`src/rtl/stump_control.sv`:
```
// stump_control
// Sequencing controller for the Stump datapath. Holds the instruction
// register and walks each instruction through FETCH, EXECUTE and (for
// loads/stores) MEMORY, decoding the instruction into register-file, ALU,
// flag and memory control lines. R7 is the program counter.
//
// Ports
//   clk          system clock, rising edge
//   rst          asynchronous active-low reset
//   data_in      memory read data (instruction in FETCH, load data in MEMORY)
//   mem_ready    memory completes the current access this cycle
//   cc           current flags {N,Z,V,C}
//   fetch/execute/memory  one-hot state indicators
//   ir           instruction register
//   reg_write, dest, srcA, srcB          register bank control
//   alu_func, shift_op, opB_imm, imm     ALU / operand-B control
//   cc_en, addr_en, addr_sel, reg_data_sel  flag, address and writeback select
//   mem_ren, mem_wen                     memory strobes
module stump_control (
  input  logic        clk,
  input  logic        rst,
  input  logic [15:0] data_in,
  input  logic        mem_ready,
  input  logic [3:0]  cc,
  output logic        fetch,
  output logic        execute,
  output logic        memory,
  output logic [15:0] ir,
  output logic        reg_write,
  output logic [2:0]  dest,
  output logic [2:0]  srcA,
  output logic [2:0]  srcB,
  output logic [2:0]  alu_func,
  output logic [1:0]  shift_op,
  output logic        opB_imm,
  output logic [15:0] imm,
  output logic        cc_en,
  output logic        addr_en,
  output logic        addr_sel,
  output logic        reg_data_sel,
  output logic        mem_ren,
  output logic        mem_wen
);

  typedef enum logic [1:0] {
    ST_FETCH   = 2'b00,
    ST_EXECUTE = 2'b01,
    ST_MEMORY  = 2'b10
  } state_t;

  state_t      state_r;
  logic [15:0] ir_r;

  logic [2:0] op_s;
  logic       type_s;
  logic       s_bit_s;
  logic [2:0] rd_s;
  logic [2:0] ra_s;
  logic [2:0] rb_s;
  logic [1:0] sh_s;
  logic [3:0] cond_s;
  logic [7:0] off8_s;

  logic reg_write_s;
  logic cc_en_s;
  logic addr_en_s;
  logic mem_ren_s;
  logic mem_wen_s;

  // Sign-extend the 5-bit ALU immediate.
  function automatic logic [15:0] sext5(input logic [4:0] v);
    sext5 = {{11{v[4]}}, v};
  endfunction

  // Sign-extend the 8-bit branch offset.
  function automatic logic [15:0] sext8(input logic [7:0] v);
    sext8 = {{8{v[7]}}, v};
  endfunction

  // Evaluate a branch condition against flags {N,Z,V,C}.
  function automatic logic cond_taken(input logic [3:0] cond_v, input logic [3:0] flags_v);
    logic n_v;
    logic z_v;
    logic v_v;
    logic c_v;
    n_v = flags_v[3];
    z_v = flags_v[2];
    v_v = flags_v[1];
    c_v = flags_v[0];
    case (cond_v)
      4'd0:    cond_taken = 1'b1;
      4'd1:    cond_taken = 1'b0;
      4'd2:    cond_taken = ~c_v & ~z_v;
      4'd3:    cond_taken = c_v | z_v;
      4'd4:    cond_taken = ~c_v;
      4'd5:    cond_taken = c_v;
      4'd6:    cond_taken = ~z_v;
      4'd7:    cond_taken = z_v;
      4'd8:    cond_taken = ~v_v;
      4'd9:    cond_taken = v_v;
      4'd10:   cond_taken = ~n_v;
      4'd11:   cond_taken = n_v;
      4'd12:   cond_taken = (n_v == v_v);
      4'd13:   cond_taken = (n_v != v_v);
      4'd14:   cond_taken = ~z_v & (n_v == v_v);
      4'd15:   cond_taken = z_v | (n_v != v_v);
      default: cond_taken = 1'b0;
    endcase
  endfunction

  assign op_s    = ir_r[15:13];
  assign type_s  = ir_r[12];
  assign s_bit_s = ir_r[11];
  assign rd_s    = ir_r[10:8];
  assign ra_s    = ir_r[7:5];
  assign rb_s    = ir_r[4:2];
  assign sh_s    = ir_r[1:0];
  assign cond_s  = ir_r[11:8];
  assign off8_s  = ir_r[7:0];

  assign ir = ir_r;

  // Write strobes are squashed while reset is held so an aborted
  // instruction can never disturb registers, flags or memory.
  assign reg_write = reg_write_s & rst;
  assign cc_en     = cc_en_s     & rst;
  assign addr_en   = addr_en_s   & rst;
  assign mem_ren   = mem_ren_s   & rst;
  assign mem_wen   = mem_wen_s   & rst;

  // State machine and instruction register.
  always_ff @(posedge clk or negedge rst) begin
    if (!rst) begin
      state_r <= ST_FETCH;
      ir_r    <= 16'h0000;
    end else begin
      case (state_r)
        ST_FETCH: begin
          if (mem_ready) begin
            ir_r    <= data_in;
            state_r <= ST_EXECUTE;
          end else begin
            state_r <= ST_FETCH;
          end
        end
        ST_EXECUTE: begin
          if (op_s == 3'b110) begin
            state_r <= ST_MEMORY;
          end else begin
            state_r <= ST_FETCH;
          end
        end
        ST_MEMORY: begin
          if (mem_ready) begin
            state_r <= ST_FETCH;
          end else begin
            state_r <= ST_MEMORY;
          end
        end
        default: begin
          state_r <= ST_FETCH;
        end
      endcase
    end
  end

  // Control decode from current state and instruction.
  always_comb begin
    fetch        = 1'b0;
    execute      = 1'b0;
    memory       = 1'b0;
    dest         = 3'd0;
    srcA         = 3'd0;
    srcB         = 3'd0;
    alu_func     = 3'd0;
    shift_op     = 2'd0;
    opB_imm      = 1'b0;
    imm          = 16'h0000;
    addr_sel     = 1'b0;
    reg_data_sel = 1'b0;
    reg_write_s  = 1'b0;
    cc_en_s      = 1'b0;
    addr_en_s    = 1'b0;
    mem_ren_s    = 1'b0;
    mem_wen_s    = 1'b0;
    case (state_r)
      ST_FETCH: begin
        // PC+1 is written back only when the fetch actually completes.
        fetch       = 1'b1;
        srcA        = 3'd7;
        opB_imm     = 1'b1;
        imm         = 16'h0001;
        dest        = 3'd7;
        mem_ren_s   = 1'b1;
        reg_write_s = mem_ready;
      end
      ST_EXECUTE: begin
        execute = 1'b1;
        if (op_s == 3'b111) begin
          // Branch: target = (already incremented) PC + offset.
          srcA        = 3'd7;
          opB_imm     = 1'b1;
          imm         = sext8(off8_s);
          dest        = 3'd7;
          reg_write_s = cond_taken(cond_s, cc);
        end else begin
          srcA = ra_s;
          dest = rd_s;
          if (type_s) begin
            opB_imm = 1'b1;
            imm     = sext5(ir_r[4:0]);
          end else begin
            srcB     = rb_s;
            shift_op = sh_s;
          end
          if (op_s == 3'b110) begin
            // Load/store: ALU adds the address, result goes to the address register.
            addr_en_s = 1'b1;
          end else begin
            alu_func    = op_s;
            reg_write_s = 1'b1;
            cc_en_s     = s_bit_s;
          end
        end
      end
      ST_MEMORY: begin
        memory   = 1'b1;
        addr_sel = 1'b1;
        if (s_bit_s) begin
          mem_wen_s = 1'b1;
          srcA      = rd_s;
        end else begin
          mem_ren_s    = 1'b1;
          dest         = rd_s;
          reg_data_sel = 1'b1;
          reg_write_s  = mem_ready;
        end
      end
      default: begin
        fetch = 1'b0;
      end
    endcase
  end

endmodule

```
`config.mk`:
```
export PLATFORM = sky130hd
export DESIGN_NAME = stump_control
export DESIGN_NICKNAME = d
export VERILOG_FILES = /design/src/rtl/stump_control.sv
export SDC_FILE = /design/constraint.sdc
export NUM_CORES = 1
export LEC_CHECK = 0
export ABC_CLOCK_PERIOD_IN_PS = 2700
export CAP_MARGIN = 5
export CORE_ASPECT_RATIO = 2
export CORE_MARGIN = 3
export CORE_UTILIZATION = 25
export CTS_BUF_LIST = sky130_fd_sc_hd__clkbuf_4
export CTS_CLUSTER_SIZE = 25
export DETAILED_ROUTE_END_ITERATION = 7
export PLACE_DENSITY = 0.68
export SETUP_SLACK_MARGIN = 0.4
export SLEW_MARGIN = 25
export SYNTH_ARGS = -nofsm -noshare
export SYNTH_HDL_FRONTEND = slang
export SYNTH_SLANG_ARGS = --single-unit
```
`constraint.sdc`:
```
create_clock -name clk -period 2.7 [get_ports clk]
set_clock_uncertainty 0.1 [all_clocks]
set_input_delay 0.27 -clock clk [delete_from_list [all_inputs] [get_ports clk]]
set_output_delay 0.27 -clock clk [all_outputs]
set_load 0.03 [all_outputs]
```
==> summary.md, run 1 <==
| Metric | Value |
|---|---|
| Outcome | `complete, no violations` |
| Critical path endpoint category | `output pin` |
| GR Util met3 | `0.02152` |
| Fillers | `499` |
| Final Cell Area | `1989 sq um` |
| Setup TNS | `0 ns` |
| Avg WL per Cell | `14.63 microns` |
| Distinct cells, synth | `29` |
| Peak VDD IR | `0.4970 mV` |
| Clk_lat worst skew | `0.30 ns` |
| Leak | `0.9046 nW` |
| HPWL Detailed | `2.994 mm` |
| R2R Setup Slk | `1.05 ns` |
| Clock Path Buffers | `2` |
| Slowest stage cell, crit path | `clkdlybuf4s50_1` |
| Drt total wl | `3.878 mm` |
| Synth async-reset ratio | `1.000` |
| GRT Overall Usage | `0.1427` |
| First-pass GRT wire length | `6.009 mm` |
| Antenna violations before repair | `1` |
| Final slew viol count | `0` |
| Critical-path cell list | `nand2b_1, buf_4, inv_1, clkdlybuf4s50_1` |
| GR Layer Usage met2 | `0.2500` |
| Req. time, crit path | `2.33 ns` |
| Vias per cell | `4.642` |
| Largest net degree at the start of global routing | `19` |
| Avg Inst Size Synth | `8.878 sq um` |
| Critical path startpoint category | `flip-flop` |
| Setup violators final | `0` |
| CP Data Arrival Time | `1.87 ns` |
| First DRT Iteration DRCs | `38` |
| Post-Syn Nets | `159` |
| Util after Layout | `0.4286` |
| PwrDens | `775.2 nW/um^2` |
| Clock Sink Count | `18` |
| Fmax | `446.3 MHz` |
| Die height | `104.3 microns` |
| Final net count | `233` |
| # IOs | `80` |
| Worst min path class | `input pin to async pin` |
| Clock buffer count from CTS | `3` |
| I/O Buffers | `79` |
| CTS tree | `yes` |
| H-tree depth | `1` |
| First-pass iteration count of the detailed router | `4` |
| Share of layout cells above drive strength 1 | `0.2679` |
| Unrepaired setup endpoints after global routing | `yes` |
| Post-route DRC | `0` |
| Antenna viol nets, final | `0` |
| Psw | `0.7588 mW` |
| Mapped Cells | `136` |
| Core box area | `4642 sq um` |
| Register area share after synthesis | `0.3731` |
| CP Class | `flip-flop to output pin` |
| Cell Area, Placed | `1989 sq um` |
| Synth-to-Final Area Change | `64.77%` |
| Num rows | `35` |
| Clk pin slew, worst setup/hold paths | `0.11 ns` |
| Vias | `1230` |
| Initial Utilization | `0.2601` |
| Max Cap Viol | `0` |
| Combinational Power Share | `0.627` |
| Cell Int Power | `0.7834 mW` |
| Sw frac | `0.4920` |
| Clk network pwr share | `0.094` |
| Post-synth EDFFs | `0` |
| Hold buffers post-CTS | `0` |
| Slew HR | `0.7186` |
| Flop pwr share | `0.278` |
| Fin. Hold Viols | `0` |
| GRT overflow | `0` |
| Die Wd | `55.14 microns` |
| Worst-margin pin slew | `0.4208 ns` |
| Min Tclk post-route | `2.240 ns` |
| Die ar. | `5750 sq um` |
| Post-synth top flop | `dfrtp_1` |
| Final Cycle Share | `0.8298` |
| Mapped Area | `1207 sq um` |
| Crit Path Max Fanout | `9` |
| Synth Warn # | `0` |
| Worst stage delay on the critical path | `0.68 ns` |
| Routability cong. | `0.7276` |
| Cells on worst reg2reg path | `5` |
| GRT busiest layer | `met2` |
| Grt met1 use | `0.1488` |
| Vias in the first global route | `1244` |
| Clock root buffer | `clkbuf_4` |
| #FFs+latches synth | `18` |
[per-stage QoR]
step,hold slack [ns],setup slack (ns),power (mW),std cells
global placement,0.4422,0.3817,1.436,258
CTS,0.1790,0.1657,1.547,264
finish,0.1612,0.4595,1.542,265
global route,0.2023,0.3814,1.631,265
detailed placement,0.4466,0.3232,1.440,258
floorplan,-0.1256,0.4535,1.044,136
[power groups by stage]
stage               Combinational (mW)  Clock (mW)  Sequential [mW]
global placement                 0.996           0            0.439
floorplan                        0.516           0            0.527
detailed placement                1.00           0            0.440
CTS                              0.973       0.145            0.429
global route                      1.03       0.151            0.445
finish                           0.967       0.145            0.429
[worst max-delay path, delay by kind of cell (launching register included)]
kind | cells | cell delay [ns]
buffers and inverters | 3 | 0.97
flip-flops | 1 | 0.39
AND/OR/NAND/NOR | 1 | 0.20
[state kept, by name, indices dropped and copies added, names as in the netlist]
name / count
ir: 16
state_r: 2
[worst paths after layout]
| path | from | end |
|---|---|---|
| setup / recovery | state_r[1] | execute |
| hold / removal | rst | ir[8] |
| setup reg to reg | state_r[0] | ir[6] |
| hold reg to reg | ir[1] | ir[1] |
| max in group asynchronous | rst | ir[7] |
| min in group clk | data_in[9] | ir[9] |
[synthesized netlist by cell type (3+ instances only)]
cell,instances,area share
nor2_1,12,0.037
clkbuf_1,5,0.016
mux2_2,15,0.14
buf_4,9,0.056
nand2_1,13,0.040
inv_1,4,0.012
a21oi_1,10,0.041
a22oi_1,3,0.019
nand2b_1,4,0.021
nor3b_1,4,0.025
and2_1,10,0.052
o21ai_0,5,0.021
dfrtp_1,18,0.37
[cell type report]
class	instances	area, sq um	share of cell area
diodes	1	2.502	0.001258
repair buffers	86	752.0	0.3780
multi-input cells	97	671.9	0.3377
well taps	55	68.82	0.03459
clock inverters	1	3.754	0.001887
clock buffers	3	22.52	0.01132
flip-flops and latches	18	452.9	0.2277
inverters	4	15.01	0.007547
[logic make-up after synthesis]
family,after synthesis,share of synthesized area
xor gates and xnor gates,2,0.01451
and+or+nand+nor,55,0.2373
AOI/OAI and AO/OA,24,0.1212
buffers and inverters,21,0.1015
DFF,18,0.3731
muxes,16,0.1523
[placed cells by master (no fill, tap or decap), types with 2 or more instances in the layout]
cell | Yosys | final
dlygate4sd2_1 | 0 | 16
clkbuf_4 | 0 | 3
dlymetal6s2s_1 | 0 | 2
mux2_2 | 15 | 15
clkbuf_2 | 0 | 13
xor2_1 | 2 | 2
a22oi_1 | 3 | 2
and2_1 | 10 | 10
inv_1 | 4 | 4
buf_4 | 9 | 12
nor2b_1 | 2 | 2
dfrtp_2 | 0 | 2
nand2b_1 | 4 | 4
nor3b_1 | 4 | 3
nand2_1 | 13 | 13
o22ai_1 | 2 | 2
nor2_1 | 12 | 12
o21ai_0 | 5 | 5
nand3_1 | 2 | 2
a21oi_1 | 10 | 8
o21bai_1 | 2 | 2
dfrtp_1 | 18 | 16
clkdlybuf4s50_1 | 0 | 42
[per-layer routing]
metal  vias to the layer above  part of all wire
met2                        45              0.56
met3                         8             0.060
met4                         0             0.030
met5                         -                 0
li1                        595                 -
met1                       582              0.35
[timing repair]
| item | in CTS | in global routing |
|---|---|---|
| cloned | 0 | 0 |
| pin swaps | 0 | 3 |
| gates resized for setup | 34 | 32 |
| endpoints found under the setup margin | 31 | 19 |
| buffers inserted | 2 | 0 |
Power figures use the tool's default switching activity.
==> inputs of run 2 (changes only) <==
- ABC_CLOCK_PERIOD_IN_PS: 2700 -> 2000
- PLACE_DENSITY: 0.68 -> 0.7
- clock period: 2.7 -> 2 ns (I/O delays scaled with it)
==> run 2 against run 1 <==
Net effect:
- the flow now finishes with violations (hold timing, setup timing)
- via count grew 12%
- register-to-register slack worse by 0.63 ns
- sequential cell count is the same
- combinational power rose by 110%
- wire length increased by 25%
- power is 85% higher
- sequential power up 40%
- die area stayed put
- hold slack lost 0.16 ns
- critical endpoint is now reg_write
- largest power group unchanged
==> summary.md, run 2 (synthesis results as in run 1) <==
| Metric | Value |
|---|---|
| GRT Overall Usage | `0.1647 (+0.02200)` |
| Synth-to-Final Area Change | `138.8%` |
| Vias | `1382 (+12%)` |
| Clk network pwr share | `0.067 (-0.027)` |
| Vias in the first global route | `1381 (+11%)` |
| Worst hold slack | `-0.0006554 ns (-0.1619 ns)` |
| Clock buffer count from CTS | `3 (unchanged)` |
| Antenna violations before repair | `0 (-1)` |
| Req. time, crit path | `1.70 ns (-0.63 ns)` |
| Final Cell Area | `2883 sq um (+45%)` |
| R2R Setup Slk | `0.42 ns (-0.63 ns)` |
| Critical-path cell list | `mux2_4, a221oi_2, a22oi_1, xor2_1, a21oi_2, buf_6` |
| Avg WL per Cell | `16.47 microns (+13%)` |
| GR Layer Usage met2 | `0.2831 (+0.03305)` |
| Worst-margin pin slew | `0.3210 ns (-0.09979 ns)` |
| Sw frac | `0.4659 (-0.02616)` |
| Core box area | `4642 sq um (unchanged)` |
| Post-route DRC | `0 (unchanged)` |
| Initial Utilization | `0.2601 (unchanged)` |
| Worst Setup Slack, final | `-0.1655 ns (-0.6250 ns)` |
| First-pass GRT wire length | `6.920 mm (+15%)` |
| Final Cycle Share | `1.083` |
| # IOs | `80 (unchanged)` |
| Setup TNS | `-0.1655 ns (-0.1655 ns)` |
| Unrepaired setup endpoints after global routing | `yes` |
| Max reg flops | `16 (unchanged)` |
| First-pass iteration count of the detailed router | `4 (unchanged)` |
| Slew HR | `0.7857 (+0.06705)` |
| Peak VDD IR | `0.5917 mV (+19%)` |
| Min Tclk post-route | `2.165 ns` |
| Antenna viol nets, final | `0 (unchanged)` |
| GR Util met3 | `0.01291 (-0.008608)` |
| Slowest stage cell, crit path | `dfrtp_2` |
| Combinational Power Share | `0.721 (+0.094)` |
| CTS tree | `yes` |
| HPWL Detailed | `3.137 mm (+4.8%)` |
| Psw | `1.326 mW (+75%)` |
| GRT overflow | `0 (unchanged)` |
| Clock Path Buffers | `2 (unchanged)` |
| CP Class | `flip-flop to output pin` |
| Die ar. | `5750 sq um (unchanged)` |
| Worst stage delay on the critical path | `0.44 ns (-0.24 ns)` |
| Clk pin slew, worst setup/hold paths | `0.10 ns (about the same)` |
| PwrDens | `987.5 nW/um^2 (+27%)` |
| Util after Layout | `0.6210 (+0.1925)` |
| Failing checks | `hold timing, setup timing` |
| Critical path startpoint category | `flip-flop` |
| Final slew viol count | `0 (unchanged)` |
| Leak | `1.270 nW (+40%)` |
| Die height | `104.3 microns (unchanged)` |
| Crit Path Max Fanout | `3 (-6)` |
| Clock Sink Count | `18 (unchanged)` |
| I/O Buffers | `79 (unchanged)` |
| Most frequent cells in the layout | `buf_6, clkdlybuf4s50_1, mux2_4, dfrtp_1` |
| R2r startpoint | `state_r[0]` |
| Vias per cell | `4.685 (+0.93%)` |
| Clock root buffer | `clkbuf_4` |
| First DRT Iteration DRCs | `20 (-47%)` |
| CP delay by family, top | `compound AO/OA/AOI/OAI gates` |
| Most common cell after layout, fill and taps aside | `buf_6` |
| Fmax | `461.8 MHz` |
| Grt met1 use | `0.1888 (+0.04002)` |
| Fin. Hold Viols | `4 (+4)` |
| GRT busiest layer | `met2` |
| Clk_lat worst skew | `0.30 ns (about the same)` |
| Cell Int Power | `1.520 mW (+94%)` |
| Tot Pwr | `2.847 mW (+85%)` |
| Final net count | `264 (+13%)` |
| Drt total wl | `4.860 mm (+25%)` |
| Setup violators final | `1 (+1)` |
| Cells on worst reg2reg path | `5 (unchanged)` |
| Antenna cells | `0 (-1)` |
| Max Cap Viol | `0 (unchanged)` |
| H-tree depth | `1 (unchanged)` |
| Crit path buf inv count | `1 (-2)` |
| Die Wd | `55.14 microns (unchanged)` |
| Crit Reg-Reg Endpoint | `ir[13]` |
| Routability cong. | `0.7493 (+3.0%)` |
| Outcome | `finished with violations` |
| Critical path endpoint category | `output pin` |
| Cell Area, Placed | `2165 sq um (+8.8%)` |
| Flop pwr share | `0.212 (-0.066)` |
| Num rows | `35 (unchanged)` |
| Largest net degree at the start of global routing | `17 (-2)` |
| Share of layout cells above drive strength 1 | `0.6667 (+0.3987)` |
| Worst min path class | `input pin to async pin` |
| CP Data Arrival Time | `1.87 ns (about the same)` |
==> run 2: cell types whose count changed in the layout (fill, tap and decap cells not counted), moves of 6 or more <==
| cell | change |
|---|---|
| buf_6 | +58 |
| clkdlybuf4s50_1 | -21 |
| clkbuf_2 | -12 |
| mux2_2 | -12 |
| mux2_4 | +12 |
| nor2_1 | -11 |
| and2_1 | -10 |
| and2_4 | +10 |
| nor2_4 | +10 |
| a21oi_1 | -6 |
| nand2_1 | -6 |
==> run 2: worst max path at each step <==
| stage | slack, ns | startpoint | cells past startpoint | to |
|---|---|---|---|---|
| 2_1_floorplan | -0.05 | ir[10] | 6 | reg_write |
| 3_3_place_gp | -0.04 | cc[3] | 7 | reg_write |
| 3_5_place_dp | -0.06 | cc[3] | 7 | reg_write |
| 4_1_cts | -0.17 | ir[10] | 6 | reg_write |
| 5_1_grt | -0.26 | ir[10] | 6 | reg_write |
| 6_report | -0.17 | ir[10] | 6 | reg_write |
==> run 2: power groups by stage <==
stage / Combinational, mW / Sequential [mW] / Clock [mW]
floorplan: 0.831 / 0.732 / 0
global placement: 1.53 / 0.576 / 0
detailed placement: 1.54 / 0.576 / 0
CTS: 1.85 / 0.585 / 0.194
global route: 2.15 / 0.620 / 0.208
finish: 2.05 / 0.602 / 0.191
==> run 2: repair_timing <==
item / CTS / global route
gates cloned: 1 / 0
pin swaps: 23 / 16
gates resized for setup: 153 / 56
hold buffers: 2 / 0
setup endpoints to repair: 69 / 59
hold endpoints to repair: 2 / 0
setup buffers: 15 / 6
==> run 2: area by class of cell <==
type	instances	area, sq um
sequential	18	456.7
timing repair buffer	116	1231
clock inverter	1	3.754
clock buffer	3	22.52
fill	366	1759
tap	55	68.82
inverter	4	22.52
multi-input combinational	98	1077
==> run 2: stage by stage <==
step / setup WS (ns) / cells
after floorplan: -0.05172 / 136
after global placement: -0.03964 / 267
after detailed placement: -0.05560 / 267
after CTS: -0.1658 / 289
after global routing: -0.2609 / 295
final: -0.1655 / 295
==> run 2: routing by layer <==
layer  part of all wire  vias up
li1                   -      667
met1               0.34      658
met2               0.59       48
met3              0.037        9
met4              0.032        0
met5                  0        -
==> inputs of run 3 (changes only) <==
- CORE_ASPECT_RATIO: 2 -> 1.5
- HOLD_SLACK_MARGIN: default -> 0.1
==> run 3 against run 2 <==
Net effect:
- die area decreased by 0.58%
- clock power hardly changed
- sequential cell count unchanged
- wire length grew 8.7%
- power about the same
- cell area increased by 3.2%
- sequential power is essentially flat
- hold slack better by 0.17 ns
- the run ends with setup timing left
==> summary.md, run 3 (synthesis results as in run 1) <==
| Metric | Value |
|---|---|
| Largest net degree at the start of global routing | `13 (-4)` |
| Max Cap Viol | `0 (unchanged)` |
| Worst min path class | `input pin to async pin` |
| Vias | `1435 (+3.8%)` |
| Antenna violations before repair | `0 (unchanged)` |
| Clk pin slew, worst setup/hold paths | `0.11 ns (about the same)` |
| Worst-margin pin slew | `0.3090 ns (-0.01195 ns)` |
| Fin. Hold Viols | `0 (-4)` |
| Combinational Power Share | `0.720 (about the same)` |
| Hold buffers post-CTS | `0 (-2)` |
| CP Data Arrival Time | `1.84 ns (-0.03 ns)` |
| Leak | `1.323 nW (+4.2%)` |
| # IOs | `80 (unchanged)` |
| Clock Sink Count | `18 (unchanged)` |
| Critical path endpoint category | `output pin` |
| Initial Utilization | `0.2637 (+0.003553)` |
| Vias in the first global route | `1495 (+8.3%)` |
| Clk_lat worst skew | `0.29 ns (about the same)` |
| Antenna cells | `0 (unchanged)` |
| Vias per cell | `4.614 (-1.5%)` |
| First DRT Iteration DRCs | `19 (-5.0%)` |
| Req. time, crit path | `1.70 ns (about the same)` |
| First-pass iteration count of the detailed router | `4 (unchanged)` |
| Final slew viol count | `0 (unchanged)` |
| Min Tclk post-route | `2.136 ns (-0.02913 ns)` |
| Tot Pwr | `2.848 mW (about the same)` |
| Final net count | `271 (+2.7%)` |
| Most frequent cells in the layout | `buf_6, clkdlybuf4s50_1, mux2_4, dfrtp_1, buf_4` |
| Clock buffer count from CTS | `3 (unchanged)` |
| Crit Path Max Fanout | `2 (-1)` |
| First-pass GRT wire length | `8.114 mm (+17%)` |
| Die height | `91.12 microns (-13%)` |
| Share of layout cells above drive strength 1 | `0.7166 (+0.04993)` |
| CP Class | `flip-flop to output pin` |
| Peak VDD IR | `0.6020 mV (+1.7%)` |
| Worst Setup Slack, final | `-0.1363 ns (+0.02913 ns)` |
| Clock root buffer | `clkbuf_4` |
| Cell Int Power | `1.528 mW (+0.52%)` |
| Antenna viol nets, final | `0 (unchanged)` |
| Die Wd | `62.74 microns (+14%)` |
| Failing checks | `setup timing` |
| H-tree depth | `1 (unchanged)` |
| Util after Layout | `0.6495 (+0.02843)` |
| Unrepaired setup endpoints after global routing | `yes` |
| Num rows | `30 (-14%)` |
| Post-route DRC | `0 (unchanged)` |
| Placed cells | `277 (+3.7%)` |
| Avg WL per Cell | `16.98 microns (+3.1%)` |
| Clk network pwr share | `0.068 (about the same)` |
| Core box area | `4579 sq um (-1.3%)` |
| Die ar. | `5717 sq um (-0.58%)` |
| Psw | `1.319 mW (-0.52%)` |
| Fmax | `468.1 MHz (+1.4%)` |
| Most common cell after layout, fill and taps aside | `buf_6` |
| Outcome | `finished with violations` |
| Max reg flops | `16 (unchanged)` |
| PwrDens | `957.5 nW/um^2 (-3.0%)` |
| Slew HR | `0.7948 (+0.009132)` |
| GRT Overall Usage | `0.1822 (+0.01749)` |
| HPWL Detailed | `3.108 mm (-0.93%)` |
| CTS tree | `yes` |
| Synth-to-Final Area Change | `146.3%` |
| GRT overflow | `0 (unchanged)` |
| Final Cycle Share | `1.068 (-0.01456)` |
| Flop pwr share | `0.212 (about the same)` |
| Sw frac | `0.4633 (-0.002578)` |
| Drt total wl | `5.282 mm (+8.7%)` |
| Routability cong. | `0.7439 (-0.72%)` |
| I/O Buffers | `79 (unchanged)` |
| Setup TNS | `-0.1363 ns (+0.02913 ns)` |
| Setup violators final | `1 (unchanged)` |
| Clock Path Buffers | `2 (unchanged)` |
| Fillers | `351 (-4.1%)` |
| Worst hold slack | `0.1696 ns (+0.1703 ns)` |
| Post-Layout Cell Count | `311 (+5.4%)` |
| Critical path startpoint category | `flip-flop` |
[run 3: worst max-delay path, cell delays in order (launching register included)]
cell	delay, ns
dfrtp_2	0.43
mux2_4	0.30
a221oi_2	0.26
a22oi_2	0.12
xor2_1	0.16
a21oi_2	0.14
buf_6	0.14
[run 3: worst paths after layout]
check / from / slack, ns / depth (start not counted) / to
worst max-delay path: ir[10] / -0.14 / 6 / reg_write
worst min-delay path: rst / 0.17 / 2 / state_r[1]
worst max register to register: state_r[1] / 0.22 / 8 / ir[13]
worst min register to register: ir[2] / 0.48 / 1 / ir[2]
max in group asynchronous: rst / 1.41 / 2 / ir[14]
min in group clk: data_in[9] / 0.37 / 3 / ir[9]
[run 3: power groups by stage]
stage                     Sequential [mW]  Combinational [mW]  Clock, mW
after floorplan                     0.732               0.831          0
after global placement              0.573                1.52          0
after detailed placement            0.573                1.53          0
after CTS                           0.587                1.96      0.196
after global routing                0.616                2.14      0.223
final                               0.604                2.05      0.193
[run 3: through the flow]
step | cell area (sq um) | setup WS (ns)
after floorplan | 1413 | -0.05172
after global placement | 2183 | -0.02139
after detailed placement | 2183 | -0.04477
after CTS | 2869 | -0.1483
after global routing | 2974 | -0.2328
final | 2974 | -0.1363
[run 3: layout make-up]
type	instances	area, sq um	area share
clock inverters	1	3.754	0.001262
multi-input cells	98	1037	0.3488
inverters	4	20.02	0.006731
repair buffers	123	1351	0.4544
well taps	64	80.08	0.02692
clock buffers	3	22.52	0.007573
flip-flops and latches	18	459.2	0.1544
[run 3: per-layer routing]
metal / part of all wire / global-route usage / up-vias / wire length, microns
met5: 0 / 0 / - / 0
met4: 0.025 / 0.06077 / 0 / 133
met3: 0.031 / 0.01485 / 6 / 162
met2: 0.55 / 0.3393 / 44 / 2917
met1: 0.39 / 0.2159 / 704 / 2068
li1: - / - / 681 / -
[run 3: what timing repair did]
item / CTS / global route
gates cloned: 4 / 0
endpoints found under the setup margin: 72 / 63
hold endpoints to repair: 0 / 0
pin swaps: 21 / 13
resized for setup: 182 / 37
buffers inserted: 24 / 2
